$ cat src/rtl/led_source_sched.sv
// led_source_sched: picks which pattern source drives the 16 front-panel LEDs.
// Fixed priority ERR > OVR > NOLINK > CYLON > LOGIC, minimum dwell per source,
// blanking on every non-error switch, and the slow-control override handshake.
`timescale 1ns/1ps

module led_source_sched #(
  parameter int unsigned DWELL_CYCLES = 4000000,
  parameter int unsigned BLANK_CYCLES = 400000,
  parameter int unsigned CNT_WIDTH    = 23
) (
  input  logic        clock,
  input  logic        reset,
  input  logic        err_req,
  input  logic [15:0] err_led,
  input  logic        nolink_req,
  input  logic        fader_led,
  input  logic        cylon_req,
  input  logic [15:0] cylon_led,
  input  logic [15:0] logic_led,
  input  logic        ovr_req,
  input  logic [15:0] ovr_pattern,
  input  logic [23:0] ovr_cycles,
  output logic        ovr_busy,
  output logic        ovr_done,
  output logic        ovr_aborted,
  output logic [15:0] led_out,
  output logic [2:0]  src_sel,
  output logic [15:0] switch_count
);

  localparam logic [2:0] SRC_LOGIC  = 3'd0;
  localparam logic [2:0] SRC_CYLON  = 3'd1;
  localparam logic [2:0] SRC_NOLINK = 3'd2;
  localparam logic [2:0] SRC_OVR    = 3'd3;
  localparam logic [2:0] SRC_ERR    = 3'd4;

  localparam logic [0:0] ST_SHOW  = 1'b0;
  localparam logic [0:0] ST_BLANK = 1'b1;

  localparam logic [CNT_WIDTH-1:0] DWELL_MAX  = CNT_WIDTH'(DWELL_CYCLES);
  localparam logic [CNT_WIDTH-1:0] BLANK_LAST =
    (BLANK_CYCLES == 0) ? '0 : CNT_WIDTH'(BLANK_CYCLES - 1);
  localparam logic BLANK_EN = (BLANK_CYCLES != 0);

  logic [0:0]           state, state_n;
  logic [2:0]           cur, cur_n;
  logic [CNT_WIDTH-1:0] dwell_cnt, dwell_n;
  logic [CNT_WIDTH-1:0] blank_cnt, blank_n;
  logic [15:0]          led_n;
  logic [15:0]          switch_n;

  logic                 ovr_req_q;
  logic [23:0]          ovr_cnt, ovr_cnt_n;
  logic [15:0]          ovr_pat, ovr_pat_n;
  logic                 busy_n, done_n, abort_n;

  logic                 ovr_show_c, ovr_ending_c, ovr_live_c;
  logic [2:0]           want_c;

  assign src_sel = cur;

  // Wanted source; an override on its last displayed cycle no longer counts as active
  always_comb begin
    ovr_show_c   = ovr_busy && (state == ST_SHOW) && (cur == SRC_OVR);
    ovr_ending_c = ovr_show_c && (ovr_cnt == 24'd1);
    ovr_live_c   = ovr_busy && !ovr_ending_c;
    if (err_req)         want_c = SRC_ERR;
    else if (ovr_live_c) want_c = SRC_OVR;
    else if (nolink_req) want_c = SRC_NOLINK;
    else if (cylon_req)  want_c = SRC_CYLON;
    else                 want_c = SRC_LOGIC;
  end

  // Scheduler next state: dwell gating, blanking, immediate preemption by ERR
  always_comb begin
    state_n = state;
    cur_n   = cur;
    blank_n = blank_cnt;
    dwell_n = (dwell_cnt >= DWELL_MAX) ? dwell_cnt : dwell_cnt + CNT_WIDTH'(1);
    if (state == ST_SHOW) begin
      if ((want_c != cur) &&
          ((want_c == SRC_ERR) || (dwell_cnt >= DWELL_MAX) ||
           ((cur == SRC_OVR) && !ovr_live_c))) begin
        cur_n = want_c;
        if ((want_c == SRC_ERR) || !BLANK_EN) begin
          dwell_n = '0;
        end else begin
          state_n = ST_BLANK;
          blank_n = '0;
        end
      end
    end else begin
      dwell_n = '0;
      if (want_c == SRC_ERR) begin
        cur_n   = SRC_ERR;
        state_n = ST_SHOW;
      end else if (blank_cnt >= BLANK_LAST) begin
        cur_n   = want_c;
        state_n = ST_SHOW;
      end else begin
        blank_n = blank_cnt + CNT_WIDTH'(1);
      end
    end
    switch_n = ((cur_n != cur) && (switch_count != 16'hFFFF)) ?
               switch_count + 16'd1 : switch_count;
  end

  // LED drive for the next cycle: dark while blanking, else the next source's pattern
  always_comb begin
    led_n = '0;
    if (state_n == ST_SHOW) begin
      case (cur_n)
        SRC_LOGIC:  led_n = logic_led;
        SRC_CYLON:  led_n = cylon_led;
        SRC_NOLINK: led_n = {16{fader_led}};
        SRC_OVR:    led_n = ovr_pat;
        SRC_ERR:    led_n = err_led;
        default:    led_n = '0;
      endcase
    end
  end

  // Override handshake: accept on rising edge, count displayed cycles, abort on error
  always_comb begin
    busy_n    = ovr_busy;
    ovr_cnt_n = ovr_cnt;
    ovr_pat_n = ovr_pat;
    done_n    = 1'b0;
    abort_n   = 1'b0;
    if (ovr_busy) begin
      if (err_req) begin
        busy_n  = 1'b0;
        done_n  = 1'b1;
        abort_n = 1'b1;
      end else if (ovr_show_c) begin
        ovr_cnt_n = ovr_cnt - 24'd1;
        if (ovr_ending_c) begin
          busy_n = 1'b0;
          done_n = 1'b1;
        end
      end
    end else if (ovr_req && !ovr_req_q && !err_req) begin
      if (ovr_cycles == 24'd0) begin
        done_n  = 1'b1;
        abort_n = 1'b1;
      end else begin
        busy_n    = 1'b1;
        ovr_cnt_n = ovr_cycles;
        ovr_pat_n = ovr_pattern;
      end
    end
  end

  // Scheduler registers; dwell starts satisfied so the first request switches at once
  always_ff @(posedge clock or negedge reset) begin
    if (!reset) begin
      state        <= ST_SHOW;
      cur          <= SRC_LOGIC;
      dwell_cnt    <= DWELL_MAX;
      blank_cnt    <= '0;
      led_out      <= '0;
      switch_count <= '0;
    end else begin
      state        <= state_n;
      cur          <= cur_n;
      dwell_cnt    <= dwell_n;
      blank_cnt    <= blank_n;
      led_out      <= led_n;
      switch_count <= switch_n;
    end
  end

  // Override registers
  always_ff @(posedge clock or negedge reset) begin
    if (!reset) begin
      ovr_req_q   <= 1'b0;
      ovr_busy    <= 1'b0;
      ovr_done    <= 1'b0;
      ovr_aborted <= 1'b0;
      ovr_cnt     <= '0;
      ovr_pat     <= '0;
    end else begin
      ovr_req_q   <= ovr_req;
      ovr_busy    <= busy_n;
      ovr_done    <= done_n;
      ovr_aborted <= abort_n;
      ovr_cnt     <= ovr_cnt_n;
      ovr_pat     <= ovr_pat_n;
    end
  end

endmodule

$ cat config.mk
export PLATFORM = sky130hd
export DESIGN_NAME = led_source_sched
export DESIGN_NICKNAME = d
export VERILOG_FILES = /design/src/rtl/led_source_sched.sv
export SDC_FILE = /design/constraint.sdc
export NUM_CORES = 1
export LEC_CHECK = 0
export CORE_ASPECT_RATIO = 1.5
export CORE_MARGIN = 1
export CORE_UTILIZATION = 40
export CTS_BUF_LIST = sky130_fd_sc_hd__clkbuf_2
export CTS_CLUSTER_SIZE = 20
export DETAILED_ROUTE_END_ITERATION = 10
export PLACE_DENSITY = 0.69
export SYNTH_ARGS = -nofsm -noshare
export SYNTH_HDL_FRONTEND = slang
export SYNTH_SLANG_ARGS = --single-unit
$ cat constraint.sdc
create_clock -name clock -period 4.9 [get_ports clock]
set_input_delay 1.47 -clock clock [delete_from_list [all_inputs] [get_ports clock]]
set_output_delay 1.47 -clock clock [all_outputs]
set_load 0.02 [all_outputs]
* After elaboration in Yosys (flattened, before gate mapping)
Index checks and enable logic that the tools add are counted.
** Storage, ports and cells
- Latch bits :: 0
- RAM bits :: 0
- Bits in registers :: 126
- Bits of input ports :: 95
- Output and inout port bits :: 38
- Memory bits (read-only) :: 0
- Memories kept :: 0
** Cells by class
- Reductions and logical operators :: 22
- $add $sub $neg :: 4
- Order comparisons :: 2
- Eq/ne operators :: 14
- Muxes and demuxes :: 43
- Divide/modulo/power cells :: 0
- Shift operators :: 0
- Bitwise logic cells :: 4
- Multiply operators :: 0
** Operators by type and width (count)
- 23-bit 2-to-1 mux :: 9
- 24-bit 2-to-1 mux :: 5
- 16-bit case mux with 5 select lines :: 1
- 23-bit by 1-bit adder with 23-bit output, second input constant :: 2
- 24-bit by 1-bit equality test with 1-bit output, second input constant :: 1
- 24-bit logical NOT :: 1
- 24-bit by 1-bit subtractor with 24-bit output, second input constant :: 1
- 23-bit by 19-bit greater-or-equal comparator with 1-bit output, second input constant :: 1
- 23-bit by 22-bit greater-or-equal comparator with 1-bit output, second input constant :: 1
- 1-bit 2-to-1 mux :: 20
- 3-bit 2-to-1 mux :: 6
- 16-bit by 1-bit adder with 16-bit output, second input constant :: 1
- 16-bit 2-to-1 mux :: 1
- 16-bit != test, second input constant :: 1
- 3-bit by 2-bit equality test with 1-bit output, second input constant :: 3
- 1-bit logical AND :: 9
- 3-bit equality test, second input constant :: 2
- 2-bit != test, second input constant :: 3
- 3-bit != test :: 2
- 3-bit AND reduction :: 2
- 1-bit logical NOT :: 4
- 1-bit NOT :: 4
- 4-bit AND reduction :: 1
- 2-bit nonzero test :: 2
- 5 further kinds :: 6

* Logic depth before layout (Yosys ltp)
- Depth after elaboration :: 17
- Depth in mapped cells :: 14
- Mapped depth without buffers :: 12

* Least setup slack after synthesis
Ideal clock, no wire load.
- Kind :: input-to-reg
- Start point :: in nolink_req
- End point :: reg switch_count[1]
- Arrival :: 3.406 ns
- Path buffers :: 1
- Library setup time :: 0.128 ns
- Cell stages on the path :: 9
- Setup slack :: 1.366 ns
- Cells stage by stage :: nand2b_1 > mux2i_1 > o31ai_1 > nand3_2 > nor2_1 > nor4b_2 > o31ai_2 > buf_6 > mux2_1
** On the way
- Cells in the longest elaborated chain, start to end :: 11
- Elaborated cells on any way between the ends :: 14
- Classes of those cells :: 3 x eq/ne; 7 x mux; 4 x reduce/logical
** RTL lines
- from (decl) :: RTL line 15 : input logic nolink_req,
- 2-bit 2-to-1 mux (*) :: RTL line 69 : else if (nolink_req) want_c = SRC_NOLINK;
- 3-bit 2-to-1 mux (*) :: RTL line 68 : else if (ovr_live_c) want_c = SRC_OVR;
- 3-bit 2-to-1 mux (*) :: RTL line 67 : if (err_req) want_c = SRC_ERR;
- 3-bit equality test :: RTL line 82, 94
- 1-bit logical OR (2 in a row) :: RTL line 82 : ((want_c == SRC_ERR) || (dwell_cnt >= DWELL_MAX) ||
- 1-bit logical AND :: RTL line 81 : if ((want_c != cur) &&
- 3-bit 2-to-1 mux :: RTL line 81
- 3-bit 2-to-1 mux (*) :: RTL line 80 : if (state == ST_SHOW) begin
- 3-bit != test (*) :: RTL line 104 : switch_n = ((cur_n != cur) && (switch_count != 16'hFFFF)) ?
- 1-bit logical AND (*) :: RTL line 104
- to (signal assigned) :: RTL line 169 : switch_count <= switch_n;
- to (decl) :: RTL line 28 : output logic [15:0] switch_count
Every way passes the cells marked *; elsewhere a longest branch is shown, timed or not.
A chain may end at the register's enable or synchronous reset.

* Final worst setup path
- Start point :: in err_req
- End point :: reg led_out[0]
** On the way
- Cells in the longest elaborated chain, start to end :: 10
- Elaborated cells on any way between the ends :: 21
- Classes of those cells :: 6 x eq/ne; 11 x mux; 4 x reduce/logical
** RTL lines
- from (decl) :: RTL line 13 : input logic err_req,
- 3-bit 2-to-1 mux (*) :: RTL line 67
- 3-bit equality test :: RTL line 82, 85, 94
- 1-bit logical OR (2 in a row) :: RTL line 82
- 1-bit logical AND :: RTL line 81
- 3-bit 2-to-1 mux :: RTL line 81
- 3-bit 2-to-1 mux :: RTL line 80
- 3-bit equality test (tied with other cells) :: RTL line 112 : case (cur_n)
- 16-bit case mux with 5 select lines :: RTL line 112
- 16-bit 2-to-1 mux (*) :: RTL line 111 : if (state_n == ST_SHOW) begin
- net led_n[0] :: RTL line 49 : logic [15:0] led_n;
- to (signal assigned) :: RTL line 168 : led_out <= led_n;
- to (decl) :: RTL line 26 : output logic [15:0] led_out,
The timed path passes the listed nets; every way through them passes the cells marked *.

==> results.md <==
* Status: finished clean
* Gpl congestion at 0.841
* Hold worst-path end: ovr_pat[2]
* Hold depth at 2
* Syn Inst Count at 748
* Site Rows at 58
* Seq cells post-synth at 126
* P&R area growth vs syn at 25.7%
* Via-to-Cell Ratio at 5.54
* PortBufs at 132
* RSZ-0062 raised after global routing: no
* Top_reg_cell synth: dfrtp_1
* Core Box Area at 16800 um2
* Vias post-DR at 6102
* Clock Tree Buf Depth at 2
* Tot GR Track Use at 21.2%
* Max FO, Critical Path at 15
* Worst Tran Pin Value at 0.805 ns
* Register area at 3160 um2
* Chip width at 110 um
* Initial Utilization at 41.2%
* Peak Freq at 0.249 GHz
* Max-cap violation count at 0
* Initial DRC count at 360
* Critical Setup Path Class: input port to flip-flop
* Reg2reg path depth at 12
* Mapped Nets at 849
* Type of origin of the critical path: input port
* Multi-input gate area at 3500 um2
* LEAKAGE at 0.00359 uW
* Post-synthesis average cell area at 9.27 um2
* Post-layout util at 51.8%
* Clock Skew at 0.0305 ns
* Critical Path End Type: flip-flop
* Total CTS buffers at 17
* Largest net degree at the start of global routing at 106
* Share of flip-flops with an asynchronous set or reset at 100%
* Die footprint at 17900 um2
* Fraction of layout cells with a size suffix above 1 at 10.1%
* R2R setup slack at 1.11 ns
* Detail Route Antenna Nets at 0
* Clock latency on the worst-skew pair at 0.67 ns
* CTS hold repair buffers at 0
* Synthesis Warnings at 0
* Tot Pwr at 2790 uW
* Post-Route WL at 18.0 mm
* Sequential area share after synthesis at 45.6%
* P per Cell Area at 320 nW/um2
* Min-delay worst type: flip-flop to flip-flop
* Post-DP HPWL at 13.1 mm
* Die Y at 163 um
* Clk sinks at 126
* Post-route DRC at 0
* Number of I/O pins at 133
* Slew headroom at 46.2%
* Post-CTS setup buffers at 0
* CP required at 5.48 ns
* Post-Syn Area at 6930 um2
* Post-synthesis cell type count at 75
* Post-synth top area share at 42.9%
* Post_cts resized at 0
* Crit path DAT at 4.59 ns
* Most area-consuming cells after synthesis: dfrtp_1 (43%), nand2_1 (4.7%), nor2_1 (4.0%), nand3_1 (3.5%), xor2_1 (3.4%)
* WL/cell at 16.4 um
* CTS tree: yes
* GRT overflow at 0
* Vias in the first global route at 6074
* Tmin final at 4.01 ns
* Endpoints failing hold at 0
* Reg-to-reg critical path startpoint: ovr_cnt[1]
* DR pass1 iterations at 5
* Setup TNS at 0 ns
* CTS Root Cell: clkbuf_2
* Final setup vio count at 0
* # nets final at 980
* Max VDD drop at 0.162 mV
* First-pass GRT wire length at 29.4 mm
* Tcrit/Tclk final at 81.9%
* Clock-pin slew on the worst setup and hold paths at 0.18 ns
* Filler cell count at 1604
* Area leader, netlist: dfrtp_1
* Final Max Slew Viols at 0
* Post-synth EDFFs at 0
* Hold_sp: ovr_pat[2]
* Initial antenna violation count at 1
* Htree depth at 4
* Worst r2r dst: led_out[0]
-- synthesized netlist by cell type, types with 4 or more instances --
library cell  instances
and2_1                9
buf_4                 5
nor3b_1               6
a21o_1                4
o21ai_0              33
nor4_1               16
nand2_1              87
or3_1                 9
o21ai_1               5
and3_1                5
clkbuf_1             16
buf_2                 8
nand2b_1              5
a21oi_2              10
nand4_1              14
mux2i_1              20
nor2_1               73
nand3_1              48
inv_1                24
nor3_1               15
a2bb2oi_1            15
nor3_2                5
a31oi_1               7
o22ai_1              35
xnor2_1              17
xor2_1               27
ha_1                  6
dfrtp_1             119
a21oi_1              36
dfstp_2               7
-- cell families after synthesis --
group                    share of synthesized area, %
XOR/XNOR                                         5.56
buffers and inverters                            4.11
adder cells (fa/ha/maj)                          1.08
flip-flops                                       45.6
multiplexers                                     3.21
AO/OA/AOI/OAI                                    17.1
AND/OR/NAND/NOR                                  23.3
-- power by group --
group          switching, uW  total [uW]  internal [uW]  leakage [uW]
Clock                    413         693            280      0.000138
Sequential               203        1400           1200       0.00160
Combinational            359         697            339       0.00185
Total                    974        2790           1820       0.00359
-- flip-flops by register name, indices dropped and copies added, names as in the netlist --
register / count
dwell_cnt: 23
ovr_busy: 1
ovr_cnt: 24
blank_cnt: 23
ovr_aborted: 1
ovr_req_q: 1
switch_count: 16
state: 1
led_out: 16
src_sel: 3
ovr_done: 1
ovr_pat: 16
-- metal layers --
metal,global-route usage [%],share of wire [%],routed length (um)
met5,0,0,0
met2,35.7,52,9380
met4,9.76,3.1,554
met1,25.7,41,7410
met3,4.39,3.8,679
-- critical path: stages --
cell,delay [ns]
clkdlybuf4s50_1,0.56
inv_1,0.22
o21ai_0,0.14
xnor2_1,0.30
nand3_2,0.17
nand4_1,0.14
o211ai_2,0.25
buf_4,0.29
nor3_4,0.68
a21oi_1,0.14
o22ai_1,0.22
-- per-stage QoR --
step,worst slack [ns],cell area [um2],hold slack [ns],cells
6_report,0.889,8720,0.504,1102
5_1_grt,0.758,8720,0.534,1102
4_1_cts,1.03,8710,0.509,1101
3_5_place_dp,0.326,8460,0.470,1070
3_3_place_gp,0.518,8460,0.471,1070
2_1_floorplan,1.37,6930,0.445,748
-- cell usage in the layout, fill, tap and decap left out, types with 3 or more instances in the layout --
| cell | n |
|---|---|
| a21o_1 | 4 |
| nor3_2 | 6 |
| and2_1 | 9 |
| xor2_1 | 27 |
| a2bb2oi_1 | 15 |
| dfstp_2 | 7 |
| ha_1 | 6 |
| clkdlybuf4s50_1 | 131 |
| xnor2_1 | 17 |
| nand2b_1 | 5 |
| clkinvlp_4 | 5 |
| nor2b_1 | 3 |
| nor2_1 | 73 |
| or3_1 | 9 |
| nor3_1 | 14 |
| o22ai_1 | 35 |
| buf_4 | 14 |
| clkbuf_2 | 17 |
| nor4b_1 | 3 |
| a31oi_1 | 7 |
| nor3b_1 | 6 |
| o21ai_0 | 33 |
| dfrtp_1 | 119 |
| or4_1 | 3 |
| bufinv_16 | 3 |
| nand4_1 | 14 |
| nor4_1 | 16 |
| inv_1 | 24 |
| and3_1 | 5 |
| mux2i_1 | 20 |
| a21oi_1 | 36 |
| nand2_1 | 87 |
| o21ai_1 | 4 |
| clkinv_2 | 4 |
| nand3_1 | 48 |
| a21oi_2 | 10 |
-- worst max-delay path by stage --
| stage | startpoint | endpoint | slack, ns | cells past startpoint |
|---|---|---|---|---|
| 3_5_place_dp | err_req | led_out[0] | 0.33 | 11 |
| 2_1_floorplan | nolink_req | switch_count[1] | 1.37 | 9 |
| 5_1_grt | err_req | led_out[0] | 0.76 | 11 |
| 6_report | err_req | led_out[0] | 0.89 | 11 |
| 4_1_cts | err_req | led_out[0] | 1.03 | 11 |
| 3_3_place_gp | err_req | led_out[0] | 0.52 | 11 |
-- final cells by class --
type | instances | area share [%]
Antenna cell | 1 | 0.0287
Clock buffer | 17 | 0.976
Clock inverter | 14 | 1.94
Inverter | 27 | 1.18
Multi-Input combinational cell | 561 | 40.1
Sequential cell | 126 | 36.3
Tap cell | 210 | 3.01
Timing Repair Buffer | 146 | 16.5
Power figures use the tool's default switching activity.
